`config.mk`:
```
export PLATFORM = sky130hd
export DESIGN_NAME = spi_read_fetcher
export DESIGN_NICKNAME = d
export VERILOG_FILES = /design/src/rtl/spi_read_fetcher.sv
export SDC_FILE = /design/constraint.sdc
export NUM_CORES = 1
export LEC_CHECK = 0
export CAP_MARGIN = 10
export CORE_UTILIZATION = 53
export DETAILED_ROUTE_END_ITERATION = 10
export PLACE_DENSITY_LB_ADDON = 0.2
export SYNTH_ARGS = -nofsm -noshare
export SYNTH_HDL_FRONTEND = slang
export SYNTH_SLANG_ARGS = --single-unit
```
`constraint.sdc`:
```
create_clock -name clk -period 1.6 [get_ports clk]
set_input_delay 0.32 -clock clk [delete_from_list [all_inputs] [get_ports clk]]
set_output_delay 0.32 -clock clk [all_outputs]
set_load 0.02 [all_outputs]
```
`src/rtl/spi_read_fetcher.sv`:
```
// spi_read_fetcher: SPI mode-0 master that reads one byte from a serial RAM (CMD + address + 8 data bits).
// Define SPI_BURST_EN to keep cs_n low between reads so a sequential address streams with only 8 SCK pulses.
module spi_read_fetcher #(
    parameter int unsigned CLK_DIV   = 1,
    parameter int unsigned ADDR_BITS = 8,
    parameter logic [7:0]  CMD       = 8'h03
) (
    input  logic                 clk,
    input  logic                 rst,
    input  logic                 req,
    input  logic [ADDR_BITS-1:0] addr,
    output logic                 ready,
    output logic [7:0]           rdata,
    output logic                 valid,
    output logic                 cs_n,
    output logic                 sck,
    output logic                 mosi,
    input  logic                 miso
);

    if (CLK_DIV == 0) begin : g_bad_clk_div
        $error("spi_read_fetcher: CLK_DIV must be at least 1");
    end
    if (ADDR_BITS == 0 || (ADDR_BITS % 8) != 0) begin : g_bad_addr_bits
        $error("spi_read_fetcher: ADDR_BITS must be a non-zero multiple of 8");
    end

    localparam int unsigned DIV_W = (CLK_DIV > 1) ? $clog2(CLK_DIV) : 1;
    localparam int unsigned GAP_W = $clog2(2 * CLK_DIV);
    localparam int unsigned BIT_W = $clog2(ADDR_BITS);
    localparam int unsigned SH_W  = 8 + ADDR_BITS;

    localparam logic [DIV_W-1:0] DIV_LAST  = DIV_W'(CLK_DIV - 1);
    localparam logic [GAP_W-1:0] GAP_LAST  = GAP_W'(2 * CLK_DIV - 1);
    localparam logic [BIT_W-1:0] BYTE_LAST = BIT_W'(7);
    localparam logic [BIT_W-1:0] ADDR_LAST = BIT_W'(ADDR_BITS - 1);

    typedef enum logic [2:0] {
        S_IDLE,
        S_CMD,
        S_ADDR,
        S_DATA,
        S_DONE,
        S_CSHI
`ifdef SPI_BURST_EN
        , S_HOLD
`endif
    } state_e;

    state_e            state_q, state_d;
    logic [DIV_W-1:0]  div_q,   div_d;
    logic [GAP_W-1:0]  gap_q,   gap_d;
    logic [BIT_W-1:0]  bit_q,   bit_d;
    logic              sck_q,   sck_d;
    logic              cs_n_q,  cs_n_d;
    logic [SH_W-1:0]   sh_out_q, sh_out_d;
    logic [7:0]        sh_in_q, sh_in_d;
    logic [7:0]        rdata_q, rdata_d;
`ifdef SPI_BURST_EN
    logic [ADDR_BITS-1:0] addr_q, addr_d;
    logic                 pend_q, pend_d;
`endif

    logic             tick;
    logic [BIT_W-1:0] bit_last;

    assign tick     = (div_q == DIV_LAST);
    assign bit_last = (state_q == S_ADDR) ? ADDR_LAST : BYTE_LAST;

    // The outgoing shift register doubles as the MOSI flop: it drains to zero by the DATA phase.
    assign mosi  = sh_out_q[SH_W-1];
    assign sck   = sck_q;
    assign cs_n  = cs_n_q;
    assign rdata = rdata_q;

    always_comb begin
        // NOTE: every combinational output gets a default first so no path leaves it unassigned (no latches).
        state_d  = state_q;
        div_d    = div_q;
        gap_d    = gap_q;
        bit_d    = bit_q;
        sck_d    = sck_q;
        cs_n_d   = cs_n_q;
        sh_out_d = sh_out_q;
        sh_in_d  = sh_in_q;
        rdata_d  = rdata_q;
`ifdef SPI_BURST_EN
        addr_d   = addr_q;
        pend_d   = pend_q;
`endif
        ready    = 1'b0;
        valid    = 1'b0;

        case (state_q)
            S_IDLE: begin
                ready = 1'b1;
                if (req) begin
                    state_d  = S_CMD;
                    cs_n_d   = 1'b0;
                    sh_out_d = {CMD, addr};
`ifdef SPI_BURST_EN
                    addr_d   = addr;
`endif
                end
            end

            S_CMD, S_ADDR, S_DATA: begin
                div_d = div_q + 1'b1;
                if (tick) begin
                    div_d = '0;
                    sck_d = ~sck_q;
                    if (!sck_q) begin
                        sh_in_d = {sh_in_q[6:0], miso};
                    end else begin
                        // Falling SCK ends a bit; the next MOSI bit appears while SCK is low.
                        sh_out_d = sh_out_q << 1;
                        bit_d    = bit_q + 1'b1;
                        if (bit_q == bit_last) begin
                            bit_d = '0;
                            case (state_q)
                                S_CMD:   state_d = S_ADDR;
                                S_ADDR:  state_d = S_DATA;
                                default: begin
                                    state_d = S_DONE;
                                    rdata_d = sh_in_q;
`ifndef SPI_BURST_EN
                                    cs_n_d  = 1'b1;
`endif
                                end
                            endcase
                        end
                    end
                end
            end

            S_DONE: begin
                valid = 1'b1;
`ifdef SPI_BURST_EN
                state_d = S_HOLD;
`else
                state_d = S_CSHI;
                gap_d   = '0;
`endif
            end

            S_CSHI: begin
                gap_d = gap_q + 1'b1;
                if (gap_q == GAP_LAST) begin
                    gap_d   = '0;
                    state_d = S_IDLE;
`ifdef SPI_BURST_EN
                    if (pend_q) begin
                        pend_d   = 1'b0;
                        state_d  = S_CMD;
                        cs_n_d   = 1'b0;
                        sh_out_d = {CMD, addr_q};
                    end
`endif
                end
            end

`ifdef SPI_BURST_EN
            S_HOLD: begin
                ready = 1'b1;
                if (req) begin
                    addr_d = addr;
                    if (addr == addr_q + 1'b1) begin
                        state_d = S_DATA;
                    end else begin
                        // Non-sequential: close the burst, then run a full read from the latched address.
                        state_d = S_CSHI;
                        cs_n_d  = 1'b1;
                        gap_d   = '0;
                        pend_d  = 1'b1;
                    end
                end
            end
`endif

            default: begin
                state_d = S_IDLE;
            end
        endcase
    end

    always_ff @(posedge clk) begin
        if (rst) begin
            state_q  <= S_IDLE;
            div_q    <= '0;
            gap_q    <= '0;
            bit_q    <= '0;
            sck_q    <= 1'b0;
            cs_n_q   <= 1'b1;
            sh_out_q <= '0;
            sh_in_q  <= '0;
            rdata_q  <= '0;
`ifdef SPI_BURST_EN
            addr_q   <= '0;
            pend_q   <= 1'b0;
`endif
        end else begin
            // NOTE: state registers use non-blocking assignments so every flop samples pre-edge values.
            state_q  <= state_d;
            div_q    <= div_d;
            gap_q    <= gap_d;
            bit_q    <= bit_d;
            sck_q    <= sck_d;
            cs_n_q   <= cs_n_d;
            sh_out_q <= sh_out_d;
            sh_in_q  <= sh_in_d;
            rdata_q  <= rdata_d;
`ifdef SPI_BURST_EN
            addr_q   <= addr_d;
            pend_q   <= pend_d;
`endif
        end
    end

endmodule

```
Word level (Yosys, flattened, before mapping)
Index checks and enable logic that the tools add are counted.

cells by class
  add/sub/neg operators = 3
  eq/ne operators = 12
  multiplexer cells = 23
  bitwise logic cells = 3
  reductions and logical operators = 12

operators with widths
  operator                                                          number
  16-bit two-way mux                                                3
  16-bit case mux with 2 select lines                               1
  3-bit two-way mux                                                 6
  2-bit != test (second input constant)                             6
  3-bit case mux with 4 select lines                                1
  5-bit AND reduction                                               2
  3-bit == test (second input constant)                             3
  1-bit two-way mux                                                 9
  3-bit by 2-bit == test with 1-bit output (second input constant)  2
  3-bit case mux with 2 select lines                                1
  3-bit AND reduction                                               2
  6-bit AND reduction                                               1
  1-bit case mux with 2 select lines                                2
  4-bit AND reduction                                               1
  2-bit nonzero test                                                2
  3-bit by 1-bit adder with 3-bit output (second input constant)    1
  3-bit by 1-bit == test with 1-bit output (second input constant)  1
  3-bit zero test                                                   1
  1-bit NOT                                                         3
  3-bit OR reduction                                                1
  1-bit adder (second input constant)                               2
  2-bit AND reduction                                               1
  2-bit OR reduction                                                1

word-level totals
  flip-flop bits (word level) = 42
  output and inout port bits = 13

Longest topological paths before layout
Gate-level depths: netlist of the first run.

  depth in word-level cells = 7
  depth in mapped cells = 6
  depth with buffers taken out = 5

Worst setup path before layout of the first run
OpenSTA, ideal clock, no wires.

  path kind = flip-flop to output port
  start = reg state_q[0]
  end = out ready
  arrival time = 1.197 ns
  slack = 0.083 ns
  stages on the path, launching flop included = 5
  cells stage by stage = dfxtp_1 > buf_2 > or2_2 > clkbuf_1 > nor2_1

between the ends
  word-level cells in the longest chain between the ends = 2

ends and longest elaborated chain
  what                      RTL line  RTL
  start: declaration        50        state_e state_q, state_d;
  start signal: assignment  203       state_q <= state_d;
  3-bit zero test           94        case (state_q)
  1-bit two-way mux         94
  end: declaration          12        output logic ready,

Every way passes these cells.

Worst setup path in the final report of the first run
  start = reg state_q[1]
  end = reg sh_out_q[7]

between the ends
  word-level cells in the longest chain between the ends = 4
  elaborated cells on any way between the ends = 11

ends and longest elaborated chain
  what                                                                                                         RTL line  RTL
  3-bit by 2-bit == test with 1-bit output / 3-bit by 1-bit == test with 1-bit output (equally long branches)  94
  3-bit OR reduction                                                                                           94
  2-bit != test (no line) / 2-bit nonzero test (equally long branches)                                         n/a
  4-bit AND reduction (no line)                                                                                n/a
  end signal: assignment                                                                                       209       sh_out_q <= sh_out_d;
  end: declaration                                                                                             56        logic [SH_W-1:0] sh_out_q, sh_out_d;

Parallel ways exist; a longest one is shown, timed or not.
A chain may end at the register's enable or synchronous reset.

==> results.md, run 1 <==
- Post-DR wirelength/cell: 14.9 um
- Actual slew at the worst max-slew pin: 0.330 ns
- Buffer levels on the longest clock path: 2
- Outcome: complete, no violations
- Clock tree root buffer cell: sky130_fd_sc_hd__clkbuf_4
- Final critical-path required period: 1.52 ns
- Slowest-stage cell, CP: sky130_fd_sc_hd__or3b_4
- Highest net fanout along the worst path: 19
- Latest clock arrival within the worst-skew pair: 0.35 ns
- Number of buffers inserted during clock tree synthesis: 5
- Hold Path Stages: 2
- Worst Setup Path Type: reg2reg
- Static leakage: 0.785 nW
- Summed instance area of the synthesized netlist: 1840 um2
- Layout overhead on the synthesized area: 19.1%
- Core Box Area: 3340 um2
- Maxcap violations: 0
- Data arrival time of the critical path: 1.81 ns
- Final wirelength: 4180 um
- IR drop worst, VDD: 609 uV
- P per Cell Area: 850 nW/um2
- Startpoint of the worst-slack reg-to-reg timing path: state_q[1]
- R2R depth: 4
- Via-per-instance ratio: 5.95
- End point of the most critical hold path: rdata[1]
- Ant. Diodes: 0
- Worst hold slack after final layout: 0.484 ns
- Clock sink count: 41
- Via count: 1667
- Critical R2R Capture: sh_out_q[7]
- Final count of negative-setup-slack endpoints: 0
- Pin count of the biggest net entering global routing: 31
- Global route overflow: 0
- Endpoint class of the critical path: register
- Final clock skew: 0.0159 ns
- Floorplan row count: 21
- Classification of the worst-slack hold path: reg2reg
- Post-CTS setup buffers: 0
- Number of antenna violations at the first check in global routing: 0
- Gate family responsible for the most delay along the worst path: compound AO/OA/AOI/OAI gates
- DR DRC count: 0
- Global-route wire length before repair: 6780 um
- Setup TNS: 0 ns
- Vertical die dimension: 60.9 um
- Final hold viol count: 0
- Yosys warnings: 0
- Antenna Nets Post-Route: 0
- Crit share post-route: 95.0%
- Clock transition at the registers of the reported paths: 0.12 ns
- Die area: 3710 um2
- Setup slack, reg-to-reg: 0.08 ns
- Cells traversed along the worst timing path: buf_4, or3b_4, a21oi_4, o221a_2
- GRT Overall Usage: 24.4%
- # port buffers: 24
- Routability-driven placement congestion ratio: 0.738
- Share of the core filled with cells: 65.5%
- Critical path required time: 1.89 ns
- X dimension of the die: 60.9 um
- Seq cells post-synth: 41
- CTS tree: yes
- Hold wc startpoint: rdata[1]
- DRC violation total after the first TritonRoute iteration: 126
- Average footprint of a synthesized cell: 8.71 um2
- Post-synthesis net count: 225
- Buffers & Inverters on Critical Path: 1
- Post-synthesis instance total: 211
- Final net count: 247
- Kind of start point of the critical path: register
- Sequential share of the synthesized area: 44.7%
- Top achievable clock speed: 658 MHz
- Initial Util: 55.0%
- Half-perimeter wire length after detailed placement: 2850 um
- H-tree lvl count: 2
- Cell variety after synth: 36
- Number of global-route vias before repair: 1482
- Total Power: 1.86 mW
- Worst max-slew margin expressed relative to the limit: 78.0%
- RSZ-0062 raised after global routing: true
- Ratio of cells with drive above 1 in the final layout: 17.1%
- Max-slew violation total from the final report: 0
- Number of I/O pins: 25
- Drt first pass iters: 4
- Critical Path Max Stage Delay: 0.43 ns
-- Yosys cell counts, drive strengths merged --
master	n	share of area (%)
a211oi	1	0.41
a21oi	32	9.3
a22oi	1	0.41
a31oi	7	2.4
a32oi	6	2.9
and2	1	0.34
and3b	1	0.48
buf	10	3.2
clkbuf	12	2.5
dfxtp	41	45
ha	2	1.4
inv	11	2.2
nand2	4	0.82
nand3	25	6.8
nand3b	1	0.41
nand4b	1	0.48
nor2	5	1.0
nor3	1	0.27
nor3b	1	0.41
nor4b	8	3.8
o211ai	1	0.41
o21ai	22	6.2
o21ba	1	0.54
o21bai	1	0.41
o221a	9	5.5
o221ai	1	0.48
or2	1	0.34
or3b	1	0.48
or4	1	0.41
or4b	1	0.54
xor2	1	0.48
-- metal layers --
| layer | GRT usage (%) | wire length, um |
|---|---|---|
| met5 | 0 | 0 |
| met4 | 8.77 | 59 |
| met3 | 4.69 | 170 |
| met2 | 41.1 | 2110 |
| met1 | 31.2 | 1840 |
-- flip-flops by register name, indices dropped and copies added (netlist names) --
signal,count
bit_q,3
cs_n,1
gap_q,1
rdata,8
sck,1
sh_in_q,8
sh_out_q,16
state_q,3
-- stage by stage --
stage / cell area [um2] / setup slack (ns) / instances
detailed placement: 2140 / -0.189 / 272
floorplan: 1840 / 0.0828 / 211
finish: 2190 / 0.0807 / 280
global route: 2190 / -0.00276 / 280
global placement: 2140 / -0.161 / 272
CTS: 2170 / -0.000221 / 280
-- worst register-to-register path, stage by stage (launching register included) --
cell and delay (ns):
sky130_fd_sc_hd__dfxtp_2 0.34, sky130_fd_sc_hd__buf_4 0.19, sky130_fd_sc_hd__or3b_4 0.43, sky130_fd_sc_hd__a21oi_4 0.26, sky130_fd_sc_hd__o221a_2 0.23
-- power breakdown --
| group | switching, mW | internal, mW |
|---|---|---|
| registers | 0.0232 | 1.06 |
| clock network | 0.345 | 0.166 |
| logic | 0.143 | 0.124 |
-- worst max path at each step --
stage,startpoint,to,slack (ns),cells past startpoint
3_3_place_gp,req,sh_out_q[9],-0.16,4
2_1_floorplan,state_q[0],ready,0.08,4
5_1_grt,bit_q[0],state_q[0],-0.003,5
6_report,state_q[1],sh_out_q[7],0.08,4
3_5_place_dp,req,sh_out_q[9],-0.19,4
4_1_cts,state_q[1],valid,-0.0002,3
-- final cells by class --
cell class	count	area [um2]
Inverter	11	41.3
Sequential cell	41	822
Fill cell	285	1150
Clock inverter	3	17.5
Timing Repair Buffer	37	332
Tap cell	46	57.6
Clock buffer	5	37.5
Multi-Input combinational cell	137	880
-- cell usage in the layout, fill, tap and decap left out, types with 2 or more instances in the layout --
cell type | netlist | routed
sky130_fd_sc_hd__buf_4 | 0 | 14
sky130_fd_sc_hd__clkinv_2 | 0 | 2
sky130_fd_sc_hd__dlygate4sd2_1 | 0 | 11
sky130_fd_sc_hd__clkdlybuf4s50_1 | 0 | 11
sky130_fd_sc_hd__dfxtp_1 | 41 | 40
sky130_fd_sc_hd__nand3_1 | 25 | 25
sky130_fd_sc_hd__nand2_1 | 4 | 4
sky130_fd_sc_hd__nor2_1 | 5 | 4
sky130_fd_sc_hd__inv_1 | 11 | 11
sky130_fd_sc_hd__o21ai_0 | 21 | 21
sky130_fd_sc_hd__ha_1 | 2 | 2
sky130_fd_sc_hd__nor4b_1 | 8 | 8
sky130_fd_sc_hd__a31oi_1 | 7 | 7
sky130_fd_sc_hd__o221a_2 | 8 | 8
sky130_fd_sc_hd__a21oi_1 | 31 | 31
sky130_fd_sc_hd__clkbuf_4 | 0 | 5
sky130_fd_sc_hd__a32oi_1 | 6 | 6
-- kinds of logic (layout without fill, tap and decap cells) --
| kind of cell | Yosys count | count (layout) | synth area share, % |
|---|---|---|---|
| AOI/OAI and AO/OA | 82 | 82 | 29.0 |
| xor gates and xnor gates | 1 | 1 | 0.477 |
| adders and majority gates | 2 | 2 | 1.36 |
| buffers and inverters | 33 | 56 | 7.90 |
| DFF | 41 | 41 | 44.7 |
| and+or+nand+nor | 52 | 52 | 16.6 |
-- what timing repair did --
item,4_1_cts,5_1_grt
setup endpoints to repair,13,13
cloned,0,0
hold buffers,0,0
pin swaps,0,1
resized for setup,20,6
(Power assumes the default switching activity.)
==> run 2: changes to the inputs <==
- REMOVE_ABC_BUFFERS: default -> 1
==> run 2 against run 1 <==
  * Non-clock buffer count up 4
  * Die area unchanged
  * Routed wire length increased by 1.0%
  * Critical endpoint is now state_q[2]
  * Sequential cell count did not move
  * Largest cell class unchanged
==> results.md, run 2 (synthesis results as in run 1) <==
- CTS tree: yes
- Hold bufs inserted after CTS: 0
- Critical Path Max Stage Delay: 0.38 ns
- Share of the core filled with cells: 67.0%
- Final count of negative-setup-slack endpoints: 0
- Ratio of cells with drive above 1 in the final layout: 18.9%
- Static leakage: 0.820 nW
- Final clock skew: 0.0145 ns
- Final wirelength: 4220 um
- Antenna Nets Post-Route: 0
- Final hold viol count: 0
- Die area: 3710 um2
- Post-DR wirelength/cell: 14.9 um
- Most common cell on crit path: sky130_fd_sc_hd__ha_1
- Buffer levels on the longest clock path: 2
- Worst Setup Path Type: reg2reg
- Classification of the worst-slack hold path: reg2reg
- Routability-driven placement congestion ratio: 0.793
- Register area: 822 um2
- Flip-flop count of the largest register after layout: 16
- Highest net fanout along the worst path: 9
- Outcome: complete, no violations
- Clock tree root buffer cell: sky130_fd_sc_hd__clkbuf_4
- Area used by multi-input combinational logic: 882 um2
- Final critical-path required period: 1.53 ns
- H-tree lvl count: 2
- Floorplan row count: 21
- Fin cells: 284
- Number of global-route vias before repair: 1519
- Layout overhead on the synthesized area: 21.8%
- Crit share post-route: 95.7%
- Buffers & Inverters on Critical Path: 0
- Wire length on met3: 186 um
- X dimension of the die: 60.9 um
- DR DRC count: 0
- Max-slew violation total from the final report: 0
- # port buffers: 24
- Data arrival time of the critical path: 1.79 ns
- Pin count of the biggest net entering global routing: 31
- Clock sink count: 41
- DRC violation total after the first TritonRoute iteration: 139
- Placed Cells incl. Taps: 276
- GRT Overall Usage: 25.0%
- Slowest-stage cell, CP: sky130_fd_sc_hd__dfxtp_1
- Number of I/O pins: 25
- Highest layer used for signal routing: met4
- Final net count: 251
- Most frequent cells in the layout: 40 x sky130_fd_sc_hd__dfxtp_1, 31 x sky130_fd_sc_hd__a21oi_1, 25 x sky130_fd_sc_hd__nand3_1
- Maxcap violations: 0
- IR drop worst, VDD: 802 uV
- Total Power: 2.03 mW
- Via count: 1705
- Via-per-instance ratio: 6.00
- Drt first pass iters: 4
- Kind of start point of the critical path: register
- Number of antenna violations at the first check in global routing: 0
- Cells traversed along the worst timing path: ha_1, ha_1, and2_2, a21oi_1, a211oi_1
- Ant. Diodes: 0
- Gate family responsible for the most delay along the worst path: adder cells
- Worst path setup slack after routing: 0.0689 ns
- Top achievable clock speed: 653 MHz
- Latest clock arrival within the worst-skew pair: 0.36 ns
- M1 WL: 1850 um
- Number of fillers in the final layout: 282
- Worst max-slew margin expressed relative to the limit: 75.2%
- Number of buffers inserted during clock tree synthesis: 5
- Global route overflow: 0
- Critical path required time: 1.86 ns
- Endpoint class of the critical path: register
- Worst setup slack before clock tree synthesis: -0.209 ns
- Core Box Area: 3340 um2
- Clock transition at the registers of the reported paths: 0.13 ns
- Initial Util: 55.0%
- RSZ-0062 raised after global routing: false
- Detailed route wirelength on metal2: 2100 um
- Most common cell after layout, fill and taps aside: sky130_fd_sc_hd__dfxtp_1
- Global-route wire length before repair: 6760 um
- Actual slew at the worst max-slew pin: 0.371 ns
- Largest register by flop count: sh_out_q
- P per Cell Area: 909 nW/um2
- Vertical die dimension: 60.9 um
- Worst hold slack after final layout: 0.482 ns
- Half-perimeter wire length after detailed placement: 2980 um
-- run 2: worst register-to-register path: cells and delay by family (launching register included) --
family	cells	cell delay, ns
compound gates	2	0.36
flops	1	0.38
fa+ha+maj	2	0.41
simple gates	1	0.27
-- run 2: final timing paths --
| check | startpoint | endpoint | slack [ns] | cells past startpoint |
|---|---|---|---|---|
| worst min register to register | sh_in_q[7] | rdata[7] | 0.48 | 2 |
| worst min-delay path | sh_in_q[7] | rdata[7] | 0.48 | 2 |
| worst max register to register | bit_q[0] | state_q[2] | 0.07 | 5 |
| worst max-delay path | bit_q[0] | state_q[2] | 0.07 | 5 |
-- run 2: area by class of cell --
| cell class | count | area share, % |
|---|---|---|
| flip-flops and latches | 41 | 36.7 |
| multi-input cells | 137 | 39.4 |
| clock buffers | 5 | 1.68 |
| clock inverters | 3 | 1.96 |
| repair buffers | 41 | 15.8 |
| well taps | 46 | 2.57 |
| inverters | 11 | 1.85 |
-- run 2: where the power goes --
group	internal (mW)	leakage [nW]	switching [mW]
clock	0.332	0.0456	0.352
sequential	1.06	0.334	0.0200
combinational	0.125	0.441	0.147
total	1.51	0.820	0.519
-- run 2: metal layers --
metal	vias up	global-route usage, %
met2	48	42.2
met1	811	30.9
met5	-	0
met4	0	9.42
li1	835	-
met3	11	5.97
-- run 2: timing repair --
item	4_1_cts	5_1_grt
setup buffers	0	0
setup endpoints to repair	14	8
resized for setup	21	7
pin swaps	0	2
-- run 2: metrics by stage --
step | setup TNS (ns) | cell area, um2
floorplan | -0.682 | 1730
global placement | -2.08 | 2160
detailed placement | -2.80 | 2160
CTS | 0 | 2220
global route | 0 | 2240
finish | 0 | 2240
==> run 3: changes to the inputs <==
- ABC_AREA: default -> 1
==> run 3 against run 2 <==
  * Combinational power increased to 5.3 times the previous value
  * Cell count grew 8.1%
  * Clock power rose by 20%
  * Sequential share of layout area up 1.9 points
  * Setup slack gained 0.015 ns
  * Critical endpoint is now ready
  * Largest power group is now combinational cells
==> results.md, run 3 <==
- IR drop worst, VDD: 1150 uV
- Ratio of cells with drive above 1 in the final layout: 12.5%
- Antenna Nets Post-Route: 0
- Drt first pass iters: 4
- Vertical die dimension: 59.2 um
- Worst hold slack after final layout: 0.461 ns
- H-tree lvl count: 2
- Ant. Diodes: 0
- Global-route wire length before repair: 5780 um
- Setup TNS: 0 ns
- Internal power component: 2.20 mW
- Final critical-path required period: 1.52 ns
- Post-synth top area share: 47.3%
- Number of synthesized flops with an enable pin: 0
- Top achievable clock speed: 660 MHz
- Data arrival time of the critical path: 1.20 ns
- Initial Util: 56.3%
- Final clock skew: 0.00885 ns
- FFs w/ async S/R, synth: 0%
- Final net count: 276
- Cell with the most instances after synthesis: sky130_fd_sc_hd__nand2_1
- Fraction of the mapped netlist area in adder cells: 1.44%
- DR DRC count: 0
- Number of antenna violations at the first check in global routing: 0
- Final wirelength: 3420 um
- GRT Overall Usage: 22.3%
- Cells taking the most area after synthesis: sky130_fd_sc_hd__dfxtp_1 47%, sky130_fd_sc_hd__nand2_1 14%, sky130_fd_sc_hd__a21oi_1 8.4%
- Outcome: complete, no violations
- Main combinational cell family by area after synthesis: simple AND/OR/NAND/NOR gates
- Classification of the worst-slack hold path: reg2reg
- Clock tree root buffer cell: sky130_fd_sc_hd__clkbuf_4
- Static leakage: 0.918 nW
- Die area: 3500 um2
- CTS tree: yes
- Max-slew violation total from the final report: 0
- Global route overflow: 0
- Synth Area in Simple Gates: 31.9%
- Proportion of power drawn by flip-flops and latches: 36.9%
- Summed instance area of the synthesized netlist: 1730 um2
- Hold bufs inserted after CTS: 0
- Clock transition at the registers of the reported paths: 0.12 ns
- Synth Area in Compound Gates: 12.4%
- Switching portion of total power: 38.5%
- Most common cell after layout, fill and taps aside: sky130_fd_sc_hd__nand2_1
- Critical path required time: 1.28 ns
- Gate power share: 40.2%
- X dimension of the die: 59.2 um
- Number of buffers inserted during clock tree synthesis: 5
- Pin count of the biggest net entering global routing: 22
- Cell variety after synth: 26
- Most frequent cells in the layout: 64 x sky130_fd_sc_hd__nand2_1, 40 x sky130_fd_sc_hd__dfxtp_1, 29 x sky130_fd_sc_hd__a21oi_1
- Sequential share of the synthesized area: 47.3%
- Highest net fanout along the worst path: 4
- Total Power: 3.58 mW
- Latest clock arrival within the worst-skew pair: 0.35 ns
- Post-DR wirelength/cell: 11.2 um
- Seq cells post-synth: 41
- Number of global-route vias before repair: 1357
- Top post-synthesis cells by count: 64 x sky130_fd_sc_hd__nand2_1, 41 x sky130_fd_sc_hd__dfxtp_1, 29 x sky130_fd_sc_hd__a21oi_1, 25 x sky130_fd_sc_hd__nor2_1
- Maxcap violations: 0
- Worst Setup Path Type: reg2out
- Post-synthesis instance total: 230
- Yosys warnings: 0
- Flip-flop count of the largest register after layout: 16
- Number of fillers in the final layout: 268
- Worst max-slew margin expressed relative to the limit: 74.3%
- Yosys top cell by area: sky130_fd_sc_hd__dfxtp_1
- Final hold viol count: 0
- Core Box Area: 3080 um2
- Final count of negative-setup-slack endpoints: 0
- Buffer levels on the longest clock path: 2
- Fraction of power consumed by the clock network: 22.9%
- Floorplan row count: 20
- Crit share post-route: 94.7%
- Kind of start point of the critical path: register
- Clock sink count: 41
- Average footprint of a synthesized cell: 7.54 um2
- Via-per-instance ratio: 5.14
- Actual slew at the worst max-slew pin: 0.385 ns
- Mux cell area share after synthesis: 0%
- Routability-driven placement congestion ratio: 0.762
- # port buffers: 24
- Via count: 1579
- P per Cell Area: 1680 nW/um2
- RSZ-0062 raised after global routing: false
- Endpoint class of the critical path: primary output
- Largest register by flop count: sh_out_q
- Half-perimeter wire length after detailed placement: 2470 um
- Xor and xnor fraction of the mapped netlist area: 0%
- Most used DFF post-synth: sky130_fd_sc_hd__dfxtp_1
- Number of I/O pins: 25
- Net switching power: 1.38 mW
- DRC violation total after the first TritonRoute iteration: 49
- Layout overhead on the synthesized area: 22.7%
[run 3: cell count changes in the layout (fill, tap and decap cells not counted), sizes merged, moves of 3 or more]
cell and delta:
o21ai -8, a32oi -6, nand4 +9, nand3 -10, buf -7, a21oi -3
nor2 +23, o221a -9, nor4b -8, a31oi -7, nand2 +64
[run 3: power groups by stage]
| stage | registers (mW) | logic [mW] | clock network (mW) |
|---|---|---|---|
| 6_report | 1.32 | 1.44 | 0.820 |
| 5_1_grt | 1.35 | 1.60 | 0.888 |
| 4_1_cts | 1.32 | 1.44 | 0.830 |
| 3_5_place_dp | 1.34 | 1.47 | 0 |
| 3_3_place_gp | 1.34 | 1.45 | 0 |
| 2_1_floorplan | 1.38 | 0.889 | 0 |
[run 3: kinds of logic (layout without fill, tap and decap cells)]
family	after synthesis	after routing
buf+inv	23	56
compound gates	43	43
flops	41	41
simple gates	121	121
fa+ha+maj	2	2
[run 3: routing by layer]
metal | vias to the layer above | part of all wire [%] | GRT usage [%] | wire length (um)
met3 | 8 | 3.3 | 5.24 | 112
met4 | 0 | 2.1 | 11.9 | 71
met1 | 716 | 46 | 25.5 | 1560
li1 | 823 | - | - | -
met5 | - | 0 | 0 | 0
met2 | 32 | 49 | 38.0 | 1680
[run 3: final timing paths]
kind | start | end | slack, ns | cells past startpoint
worst min register to register | rdata[6] | rdata[6] | 0.46 | 2
worst max register to register | state_q[0] | rdata[7] | 0.18 | 8
worst min-delay path | rdata[6] | rdata[6] | 0.46 | 2
worst max-delay path | state_q[0] | ready | 0.08 | 4
[run 3: critical path, cell delays in order, from the launching register on]
cell and delay, ns:
sky130_fd_sc_hd__dfxtp_1 0.37, sky130_fd_sc_hd__inv_1 0.12, sky130_fd_sc_hd__nand2_2 0.08, sky130_fd_sc_hd__nor2_2 0.10, sky130_fd_sc_hd__buf_2 0.17
[run 3: cell type report]
type,count,area (um2),area share (%)
Clock buffer,5,37.5,1.76
Inverter,13,56.3,2.65
Sequential cell,41,822,38.6
Timing Repair Buffer,35,299,14.1
Clock inverter,3,65.1,3.06
Tap cell,44,55.1,2.59
Multi-Input combinational cell,166,793,37.3
[run 3: what timing repair did]
| item | in CTS | in global routing |
|---|---|---|
| buffers inserted | 0 | 0 |
| resized for setup | 18 | 2 |
| pin swaps | 0 | 0 |
| setup endpoints to repair | 13 | 2 |
[run 3: per-stage QoR]
step / cells / area (um2) / util [%] / setup slack [ns]
floorplan: 220 / 1670 / - / 0.211
global placement: 299 / 2050 / 66.5 / 0.0519
detailed placement: 299 / 2050 / 66.5 / 0.0111
CTS: 307 / 2130 / 69.3 / 0.0279
global route: 307 / 2130 / 69.1 / 0.00206
finish: 307 / 2130 / 69.1 / 0.0842
